[src/rtl/fft_stage_feeder_pkg.sv]
// Shared types and address helpers for the FFT stage feeder:
// FSM states and the butterfly pair / twiddle index mapping of one DIT stage.
package fft_stage_feeder_pkg;

    localparam int DEFAULT_WIDTH = 32;

    typedef enum logic [1:0] {
        IDLE   = 2'd0,
        READ_A = 2'd1,
        READ_B = 2'd2
    } state_t;

    // Lower address of butterfly pair k: insert a zero at bit position 'stage'.
    function automatic int pairAddrA(input int k, input int stage);
        int h;
        h = 1 << stage;
        return ((k >> stage) << (stage + 1)) | (k & (h - 1));
    endfunction

    function automatic int twiddleIndex(input int k, input int stage, input int logN);
        return (k & ((1 << stage) - 1)) << (logN - 1 - stage);
    endfunction

endpackage

[src/rtl/fft_stage_feeder_if.sv]
// Bundle of the feeder's sample input, twiddle ROM link and butterfly-facing outputs.
interface fft_stage_feeder_if #(
    parameter int WIDTH = fft_stage_feeder_pkg::DEFAULT_WIDTH,
    parameter int LOG_N = 4
);
    logic [WIDTH-1:0] in_data;
    logic             in_nd;
    logic [LOG_N-2:0] tw_addr;
    logic [WIDTH-1:0] tw_in;
    logic [WIDTH-1:0] xa;
    logic [WIDTH-1:0] xb;
    logic [WIDTH-1:0] w;
    logic [LOG_N-1:0] m_out;
    logic             x_nd;
    logic             error;

    modport master (
        input  in_data, in_nd, tw_in,
        output tw_addr, xa, xb, w, m_out, x_nd, error
    );

    modport slave (
        output in_data, in_nd, tw_in,
        input  tw_addr, xa, xb, w, m_out, x_nd, error
    );
endinterface

[src/rtl/fft_stage_feeder_pingpong_buffer.sv]
// Two-bank frame buffer: one bank fills in natural order while the other is read.
// Tracks the write bank's full state and performs the bank swap on request.
module pingpong_buffer
    import fft_stage_feeder_pkg::*;
#(
    parameter int N     = 16,
    parameter int LOG_N = 4,
    parameter int WIDTH = DEFAULT_WIDTH
) (
    input  logic             clk,
    input  logic             rst_n,
    input  logic             i_we,
    input  logic [WIDTH-1:0] i_wdata,
    input  logic             i_swapReq,
    input  logic             i_re,
    input  logic [LOG_N-1:0] i_raddr,
    output logic [WIDTH-1:0] o_rdata,
    output logic             o_swap,
    output logic             o_drop
);
    logic             r_wbank;
    logic [LOG_N-1:0] r_wptr;
    logic             r_wfull;
    logic [WIDTH-1:0] r_mem [2*N];
    logic [WIDTH-1:0] r_rdata;
    logic             w_accept;
    logic             w_lastWrite;

    // A write completing the frame counts as full in the same cycle so the
    // swap needs no extra bubble.
    assign w_accept    = i_we & ~r_wfull;
    assign w_lastWrite = w_accept & (r_wptr == LOG_N'(N - 1));
    assign o_swap      = i_swapReq & (r_wfull | w_lastWrite);
    assign o_drop      = i_we & r_wfull;
    assign o_rdata     = r_rdata;

    always_ff @(posedge clk) begin
        if (!rst_n) begin
            r_wbank <= 1'b0;
            r_wptr  <= '0;
            r_wfull <= 1'b0;
        end else begin
            if (w_accept) begin
                r_wptr <= r_wptr + LOG_N'(1);
            end
            if (o_swap) begin
                r_wbank <= ~r_wbank;
                r_wfull <= 1'b0;
            end else if (w_lastWrite) begin
                r_wfull <= 1'b1;
            end
        end
    end

    always_ff @(posedge clk) begin
        if (w_accept) begin
            r_mem[{r_wbank, r_wptr}] <= i_wdata;
        end
    end

    // The read bank is always the one not being written.
    always_ff @(posedge clk) begin
        if (!rst_n) begin
            r_rdata <= '0;
        end else if (i_re) begin
            r_rdata <= r_mem[{~r_wbank, i_raddr}];
        end
    end
endmodule

[src/rtl/fft_stage_feeder.sv]
// Input stage of one radix-2 DIT FFT pass: buffers a frame and issues the N/2
// butterfly pairs of stage STAGE, one pair every two cycles.
module fft_stage_feeder
    import fft_stage_feeder_pkg::*;
#(
    parameter int N     = 16,
    parameter int LOG_N = 4,
    parameter int WIDTH = DEFAULT_WIDTH,
    parameter int STAGE = 0
) (
    input  logic               clk,
    input  logic               rst_n,
    fft_stage_feeder_if.master bus
);
    state_t           r_state;
    state_t           w_nextState;
    logic [LOG_N-2:0] r_pair;
    logic [LOG_N-2:0] r_twAddr;
    logic [LOG_N-1:0] r_mOut;
    logic [WIDTH-1:0] r_xa;
    logic             r_xNd;
    logic             r_error;
    logic [LOG_N-1:0] w_addrA;
    logic [LOG_N-1:0] w_addrB;
    logic [LOG_N-1:0] w_rdAddr;
    logic [LOG_N-2:0] w_twIdx;
    logic [WIDTH-1:0] w_rdata;
    logic             w_lastPair;
    logic             w_swapReq;
    logic             w_swap;
    logic             w_drop;
    logic             w_readEn;

    assign w_addrA    = LOG_N'(pairAddrA(int'(r_pair), STAGE));
    assign w_addrB    = w_addrA + LOG_N'(1 << STAGE);
    assign w_twIdx    = (LOG_N-1)'(twiddleIndex(int'(r_pair), STAGE, LOG_N));
    assign w_lastPair = (r_pair == (LOG_N-1)'(N / 2 - 1));
    assign w_swapReq  = (r_state == IDLE) | ((r_state == READ_B) & w_lastPair);
    assign w_readEn   = (r_state != IDLE);

    pingpong_buffer #(.N(N), .LOG_N(LOG_N), .WIDTH(WIDTH)) u_buffer (
        .clk       (clk),
        .rst_n     (rst_n),
        .i_we      (bus.in_nd),
        .i_wdata   (bus.in_data),
        .i_swapReq (w_swapReq),
        .i_re      (w_readEn),
        .i_raddr   (w_rdAddr),
        .o_rdata   (w_rdata),
        .o_swap    (w_swap),
        .o_drop    (w_drop)
    );

    always_ff @(posedge clk) begin
        if (!rst_n) begin
            r_state <= IDLE;
        end else begin
            r_state <= w_nextState;
        end
    end

    always_comb begin
        w_nextState = r_state;
        w_rdAddr    = w_addrA;
        case (r_state)
            IDLE:    w_nextState = w_swap ? READ_A : IDLE;
            READ_A:  w_nextState = READ_B;
            READ_B: begin
                w_rdAddr    = w_addrB;
                w_nextState = (!w_lastPair || w_swap) ? READ_A : IDLE;
            end
            default: w_nextState = IDLE;
        endcase
    end

    // Twiddle address leads by one cycle so the registered ROM data lines up with x_nd.
    always_ff @(posedge clk) begin
        if (!rst_n) begin
            r_pair   <= '0;
            r_twAddr <= '0;
            r_mOut   <= '0;
            r_xa     <= '0;
            r_xNd    <= 1'b0;
            r_error  <= 1'b0;
        end else begin
            r_xNd <= (r_state == READ_B);
            if (w_drop) begin
                r_error <= 1'b1;
            end
            if (r_state == READ_A) begin
                r_twAddr <= w_twIdx;
            end
            if (r_state == READ_B) begin
                r_xa   <= w_rdata;
                r_mOut <= w_addrA;
                r_pair <= r_pair + (LOG_N-1)'(1);
            end
        end
    end

    assign bus.tw_addr = r_twAddr;
    assign bus.xa      = r_xa;
    assign bus.xb      = w_rdata;
    assign bus.w       = bus.tw_in;
    assign bus.m_out   = r_mOut;
    assign bus.x_nd    = r_xNd;
    assign bus.error   = r_error;
endmodule

[src/flat_wrapper.sv]
// flat-port wrapper written by rule: the top's interface ports become plain ports
module fft_stage_feeder_flat import fft_stage_feeder_pkg::*;
#(
    parameter int N     = 16,
    parameter int LOG_N = 4,
    parameter int WIDTH = DEFAULT_WIDTH,
    parameter int STAGE = 0
)
  (clk, rst_n, bus_in_data, bus_in_nd, bus_tw_in, bus_tw_addr, bus_xa, bus_xb, bus_w, bus_m_out, bus_x_nd, bus_error);
  fft_stage_feeder_if #(.WIDTH(WIDTH), .LOG_N(LOG_N)) bus_i ();
  input  logic clk;
  input  logic rst_n;
  input wire logic [$bits(bus_i.in_data)-1:0] bus_in_data;
  input wire logic [$bits(bus_i.in_nd)-1:0] bus_in_nd;
  input wire logic [$bits(bus_i.tw_in)-1:0] bus_tw_in;
  output wire logic [$bits(bus_i.tw_addr)-1:0] bus_tw_addr;
  output wire logic [$bits(bus_i.xa)-1:0] bus_xa;
  output wire logic [$bits(bus_i.xb)-1:0] bus_xb;
  output wire logic [$bits(bus_i.w)-1:0] bus_w;
  output wire logic [$bits(bus_i.m_out)-1:0] bus_m_out;
  output wire logic [$bits(bus_i.x_nd)-1:0] bus_x_nd;
  output wire logic [$bits(bus_i.error)-1:0] bus_error;
  assign bus_i.in_data = bus_in_data;
  assign bus_i.in_nd = bus_in_nd;
  assign bus_i.tw_in = bus_tw_in;
  assign bus_tw_addr = bus_i.tw_addr;
  assign bus_xa = bus_i.xa;
  assign bus_xb = bus_i.xb;
  assign bus_w = bus_i.w;
  assign bus_m_out = bus_i.m_out;
  assign bus_x_nd = bus_i.x_nd;
  assign bus_error = bus_i.error;
  fft_stage_feeder #(.N(N), .LOG_N(LOG_N), .WIDTH(WIDTH), .STAGE(STAGE)) u_core (.clk(clk), .rst_n(rst_n), .bus(bus_i));
endmodule
[config.mk]
export PLATFORM = sky130hd
export DESIGN_NAME = fft_stage_feeder_flat
export DESIGN_NICKNAME = d
export VERILOG_FILES = /design/src/rtl/fft_stage_feeder_pkg.sv /design/src/rtl/fft_stage_feeder_if.sv /design/src/rtl/fft_stage_feeder_pingpong_buffer.sv /design/src/rtl/fft_stage_feeder.sv /design/src/flat_wrapper.sv
export SDC_FILE = /design/constraint.sdc
export NUM_CORES = 1
export LEC_CHECK = 0
export CAP_MARGIN = 20
export CELL_PAD_IN_SITES_DETAIL_PLACEMENT = 0
export CELL_PAD_IN_SITES_GLOBAL_PLACEMENT = 2
export CORE_ASPECT_RATIO = 0.75
export CORE_MARGIN = 5
export CORE_UTILIZATION = 42
export DETAILED_ROUTE_END_ITERATION = 10
export PLACE_DENSITY = 0.81
export RECOVER_POWER = 100
export SYNTH_ARGS = -nofsm -noshare
export SYNTH_HDL_FRONTEND = slang
export SYNTH_HIERARCHICAL = 1
export SYNTH_SLANG_ARGS = --single-unit
[constraint.sdc]
create_clock -name clk -period 4 [get_ports clk]
set_input_delay 0.8 -clock clk [delete_from_list [all_inputs] [get_ports clk]]
set_output_delay 0.8 -clock clk [all_outputs]
set_load 0.005 [all_outputs]
[Word-level counts from Yosys, hierarchy flattened]
Memories as Yosys holds them, arrays and structs flattened. A register that Yosys moved wholly into a read port is not among the register bits.
Index checks and enable logic that the tools add are counted.
Cells by class
  muxes and demuxes: 6
  $mul: 0
  reduce and logical (&&, ||, !) cells: 6
  $add $sub $neg: 3
  eq/ne operators: 4
  order comparisons: 0
  div/mod/pow operators: 0
  bitwise gates (word level): 10
  shifts and indexed selects: 0
Operators by type and width (count)
  4-bit by 1-bit adder with 4-bit output (second input constant): 2
  2-bit one-hot mux with 3 select lines: 1
  1-bit AND: 5
  4-bit == test (second input constant): 1
  1-bit two-way mux: 4
  4-bit two-way mux: 1
  3-bit by 1-bit adder with 3-bit output (second input constant): 1
  3-bit == test (second input constant): 1
  1-bit inverter: 3
  2-bit by 1-bit == test with 1-bit output (second input constant): 1
  2-bit == test (second input constant): 1
  1-bit logical NOT: 2
  2-bit logical NOT: 1
  1-bit bitwise OR: 2
  2-bit nonzero test: 1
  2-bit OR reduction: 1
  1-bit logical OR: 1
Word-level totals
  register bits after elaboration: 48
  logic and storage cells: 39
  output and inout bits: 105
  ROM bits: 0
  latch bits: 0
  memories kept: 1
  bits in writable memories: 1024
Memories
  u_core.u_buffer.r_mem: words 32, bits a word 32, read ports 1, clocked after memory_dff 1, write ports 1, RTL line fft_stage_feeder_pingpong_buffer.sv:24  | logic [WIDTH-1:0] r_mem [2*N];

[Depth between registers and ports, before layout]
Gate-level depths: netlist of run 1.
  depth after elaboration: 8
  depth in mapped cells: 11
  depth with buffers taken out: 7

[Modules after synthesis]
Netlist of run 1, hierarchy kept.
By module, submodules not included
  pingpong_buffer: cells an instance 2273, seq. area each 31510.2 um2, area an instance 41066.9 um2, instances 1
  fft_stage_feeder: cells an instance 215, seq. area each 840.8 um2, area an instance 1986.9 um2, instances 1

[Worst setup path after synthesis of run 1]
Ideal clock, no wire load.
  path kind: in2reg
  start point: input bus_in_nd
  end point: memory u_core/u_buffer/r_mem[23][0] in the netlist's numbering (enable)
  arrival: 3.789 ns
  path slack: -0.257 ns
  data required time: 3.532 ns
  library setup time: 0.468 ns
  cell stages on the path: 4
  cells stage by stage: nor2b_1 > clkbuf_1 > nand3_1 > nor3b_1
Between the ends
  word-level cells in the longest chain between the ends: 3
Ends and longest elaborated chain
  start: declaration: RTL line flat_wrapper.sv:14  | input wire logic [$bits(bus_i.in_nd)-1:0] bus_in_nd;
  1-bit AND: RTL line fft_stage_feeder_pingpong_buffer.sv:31  | assign w_accept = i_we & ~r_wfull;
  1-bit two-way mux: RTL line fft_stage_feeder_pingpong_buffer.sv:56  | if (w_accept) begin
  1-bit two-way mux (not written as such): RTL line fft_stage_feeder_pingpong_buffer.sv:57  | r_mem[{r_wbank, r_wptr}] <= i_wdata;
  end: declaration: RTL line fft_stage_feeder_pingpong_buffer.sv:24
Every way passes these cells.

[Worst setup path in the final report of run 1]
  start point: register u_core.r_state[1]
  end point: register u_core.u_buffer.r_rdata[14], in the netlist u_core/u_buffer/o_rdata[14] (read register of u_core.u_buffer.r_mem)
Between the ends
  word-level cells in the longest chain between the ends: 2
Ends and longest elaborated chain
  start: declaration: RTL line fft_stage_feeder.sv:15  | state_t r_state;
  start signal: assignment: RTL line fft_stage_feeder.sv:58  | r_state <= w_nextState;
  2-bit == test: RTL line fft_stage_feeder.sv:65  | case (r_state)
  4-bit two-way mux: RTL line fft_stage_feeder.sv:65
  end: declaration: RTL line fft_stage_feeder_pingpong_buffer.sv:25  | logic [WIDTH-1:0] r_rdata;
Parallel ways exist; a longest one is shown, timed or not.
A chain may end at the register's enable or synchronous reset.

==> impl_metrics.json, run 1 <==
{
  "post_route_cells_drive_above_1_share_pct": 9.05,
  "fin_worst_skew_ns": 0.0209,
  "finalNonFillerCells": 4068,
  "failed_checks": "max-capacitance violations, max-slew violations",
  "cts_tree": "done",
  "floorplan.io_pins": 172,
  "last_weighted_congestion_value_of_the_routability_driven_placer": 0.810,
  "postCtsResizedCells": 0,
  "timing.hold.ws_ns": 0.454,
  "residual_antenna_violating_net_count_after_detailed_routing": 0,
  "routed-wl-met2_mm": 51.2,
  "cts_htree_levels": 3,
  "synth-simple-area-share_pct": 2.05,
  "dr_total_vias": 23121,
  "ys_ff_latch": 1104,
  "number_of_antenna_violations_at_the_first_check_in_global_routing": 4,
  "pwr-share-comb_pct": 1.6,
  "dp_hpwl_mm": 66.7,
  "run_status": "complete, but fails checks",
  "finalSetupViolations": 0,
  "wl_met1_mm": 46.8,
  "max-clock-path-buffers": 3,
  "report.final.hold_viol_count": 0,
  "core_area_mm2": 0.101,
  "ctsRootBufferMaster": "sky130_fd_sc_hd__clkbuf_16",
  "critPathCaptureType": "flop",
  "drc": 0,
  "post_synth_mux_area_share_pct": 12.8,
  "synthesized_area_fraction_occupied_by_adder_cells_pct": 0.174,
  "chipWidth_um": 380,
  "cts_setup_buffers": 0,
  "routed_vias_inst": 5.68,
  "port_buffers": 103,
  "clk_latency_ns": 0.70,
  "p_sw_share_pct": 19.7,
  "worst_setup_path_start_kind": "flop",
  "slew-limit-headroom_pct": -79.3,
  "initialDrtViolationCount": 2356,
  "initial_cell_density_of_the_core_pct": 42.4,
  "unrepaired_setup_endpoints_after_global_routing": "false",
  "route.met3.wl_mm": 7.72,
  "ir_worst_vdd_mv": 0.385,
  "grt-ovfl-total": 0,
  "min_period_ns": 3.42,
  "power.clock.fraction_pct": 42.3,
  "worst_margin_slew_ns": 2.69,
  "dpl.cell_count": 3879,
  "pre_cts_slack_ns": 0.883,
  "synthCells": 2488,
  "dominant_combinational_cell_family_by_area_after_synthesis": "multiplexers",
  "synthToLayoutAreaGrowth_pct": 13.4,
  "hold_path.class": "flop to flop",
  "worst-endpoint-arrival_ns": 4.03,
  "grt_pass1_vias": 23094,
  "p_switching_mw": 4.45,
  "timing_max_transition_violations_final": 918,
  "die_area_mm2": 0.109,
  "netlist_area_pre_place_mm2": 0.0431,
  "worst_setup_hold_path_clk_slew_ns": 0.06,
  "crit_path_max_fanout": 42,
  "max-cap-violations": 27,
  "cts_sinks": 1104,
  "critical_path_class": "flop to flop",
  "power_per_cell_area_mw_per_mm2": 463,
  "layout.nets": 2715,
  "top_signal_layer_used": "met5",
  "first_pass_iters": 5,
  "hold_buf_count_cts": 0,
  "post_layout_power_mw": 22.6,
  "worst-endpoint-required_ns": 4.61,
  "xor_xnor_cell_area_share_of_the_yosys_netlist_pct": 0.0814,
  "syn_area_per_cell_um2": 17.3,
  "power.static_leakage_nw": 14.5,
  "fin_util_pct": 48.1,
  "syn_warnings": 6,
  "avgRoutedWirePerCell_um": 26.9,
  "fmaxAchievable_ghz": 0.292,
  "routed_wirelength_mm": 109,
  "chipHeight_um": 287,
  "period_share_pct": 85.6,
  "synth-compound-area-share_pct": 6.78,
  "synth.distinct_cells": 39,
  "std_cell_rows": 101,
  "setup_slack_ns": 0.576,
  "share_seq_of_total_power_pct": 56.1,
  "seq_total_area_yosys_pct": 75.1,
  "grt_max_degree": 73,
  "grt_first_pass_wirelength_mm": 158,
  "grt_usage_pct": 19.6,
  "intPower_mw": 18.2,
  "number_of_cts_inserted_buffers": 100
}
==> layout make-up <==
cell class | instances | area, um2
Inverter | 3 | 11.3
Tap cell | 1339 | 1680
Fill cell | 8477 | 52700
Timing Repair Buffer | 239 | 1910
Clock inverter | 54 | 559
Sequential cell | 1104 | 32400
Antenna cell | 1 | 2.50
Multi-Input combinational cell | 1194 | 9630
Clock buffer | 134 | 2690
==> per-layer routing <==
layer  up-vias  track usage, %
met5         -               0
met4         4            6.71
met3       166            4.09
met2       896            31.2
met1     11928            27.0
li1      10127               -
==> state kept, by name, indices dropped and copies added, names as in the netlist, 2 cells and up <==
signal                   count
u_core/r_pair                3
u_core/bus.m_out             3
u_core/u_buffer/r_wptr       4
u_core/r_state               2
u_core/u_buffer/o_rdata     32
u_core/bus.xa               32
u_core/u_buffer/r_mem     1024
==> final timing paths <==
check | start | end | slack [ns] | cells past startpoint
worst max-delay path | u_core/r_state[1] | u_core/u_buffer/o_rdata[14] | 0.58 | 8
worst min-delay path | u_core/bus.xa[24] | u_core/bus.xa[24] | 0.45 | 2
worst max register to register | u_core/r_state[1] | u_core/u_buffer/o_rdata[14] | 0.58 | 8
worst min register to register | u_core/bus.xa[24] | u_core/bus.xa[24] | 0.45 | 2
==> cell usage in the layout (no fill, tap or decap), drive strengths merged, types with 3 or more instances in the layout <==
master,Yosys,final
nor2,34,34
dlygate4sd3,0,92
edfxtp,1024,1024
clkinvlp,0,4
a21oi,161,161
ha,6,6
dfxtp,80,80
buf,109,58
a22oi,256,256
bufinv,0,11
o21ai,33,33
nand2,80,80
clkbuf,81,223
mux2i,549,549
xnor2,4,4
nor3b,3,3
conb,1,4
and2,6,6
clkinv,0,33
or2,3,3
nor2b,8,8
or4,32,32
inv,3,9
==> metrics by stage <==
step / TNS, ns / instance area [um2]
floorplan: -17.10 / 43100
global placement: 0 / 46000
detailed placement: 0 / 46000
CTS: 0 / 49200
global route: 0 / 48800
finish: 0 / 48800
==> Yosys cell counts <==
cell type                   count  area (um2)
sky130_fd_sc_hd__edfxtp_1    1024       30700
sky130_fd_sc_hd__mux2i_1      549        5500
sky130_fd_sc_hd__a22oi_1      256        1920
sky130_fd_sc_hd__a21oi_1      161         806
sky130_fd_sc_hd__dfxtp_1       80        1600
sky130_fd_sc_hd__nand2_1       80         300
sky130_fd_sc_hd__clkbuf_1      78         293
sky130_fd_sc_hd__buf_4         59         443
sky130_fd_sc_hd__nor2_1        34         128
sky130_fd_sc_hd__o21ai_0       32         160
sky130_fd_sc_hd__or4_1         32         240
sky130_fd_sc_hd__buf_6         30         338
sky130_fd_sc_hd__buf_1          9        33.8
sky130_fd_sc_hd__nor2b_1        7        43.8
sky130_fd_sc_hd__and2_1         6        37.5
sky130_fd_sc_hd__ha_1           6        75.1
sky130_fd_sc_hd__buf_12         5         100
sky130_fd_sc_hd__buf_2          4        20.0
sky130_fd_sc_hd__xnor2_1        4        35.0
sky130_fd_sc_hd__clkbuf_4       3        22.5
sky130_fd_sc_hd__inv_1          3        11.3
sky130_fd_sc_hd__nor3b_1        3        22.5
sky130_fd_sc_hd__buf_8          2        30.0
sky130_fd_sc_hd__nand2b_1       2        12.5
sky130_fd_sc_hd__nand3_1        2        10.0
sky130_fd_sc_hd__nand3b_1       2        15.0
sky130_fd_sc_hd__or2_2          2        12.5
sky130_fd_sc_hd__or3b_2         2        17.5
sky130_fd_sc_hd__a41oi_1        1        8.76
sky130_fd_sc_hd__conb_1         1        3.75
sky130_fd_sc_hd__nand4_1        1        6.26
sky130_fd_sc_hd__nand4bb_1      1        11.3
sky130_fd_sc_hd__nor2b_2        1        8.76
sky130_fd_sc_hd__nor3_1         1        5.00
sky130_fd_sc_hd__o211a_1        1        10.0
sky130_fd_sc_hd__o21a_1         1        7.51
sky130_fd_sc_hd__o21ai_1        1        5.00
sky130_fd_sc_hd__or2_1          1        6.26
sky130_fd_sc_hd__or3_1          1        6.26
==> power groups by stage <==
stage	sequential (mW)	clock, mW	combinational, mW
final	12.7	9.57	0.359
after global placement	12.9	0	0.369
after global routing	12.7	10.3	0.385
after detailed placement	12.9	0	0.386
after CTS	12.7	9.74	0.387
after floorplan	12.9	0	0.115
==> kinds of logic after synthesis <==
group           Yosys count
simple gates            178
fa+ha+maj                 6
flops                  1104
compound gates          453
other cells               1
mux                     549
buf+inv                 193
xor+xnor                  4
==> critical path, cell delays in order, from the launching register on <==
cell                      delay, ns
sky130_fd_sc_hd__dfxtp_1       0.39
sky130_fd_sc_hd__nor2b_1       0.65
sky130_fd_sc_hd__buf_12        0.29
sky130_fd_sc_hd__buf_12        0.31
sky130_fd_sc_hd__mux2i_1       0.13
sky130_fd_sc_hd__a22oi_1       0.42
sky130_fd_sc_hd__a21oi_1       0.25
sky130_fd_sc_hd__or4_1         0.65
sky130_fd_sc_hd__a21oi_1       0.16
Note: power is estimated with default switching activity, not from simulation.
==> run 2: changes to the inputs <==
--- a/config.mk
+++ b/config.mk
@@ -14,6 +14,7 @@
 export DETAILED_ROUTE_END_ITERATION = 10
 export PLACE_DENSITY = 0.81
 export RECOVER_POWER = 100
+export SKIP_LAST_GASP = 1
 export SYNTH_ARGS = -nofsm -noshare
 export SYNTH_HDL_FRONTEND = slang
 export SYNTH_HIERARCHICAL = 1
==> results of run 2 <==
No change in the layout: final DEF, timing and power equal those of run 1.
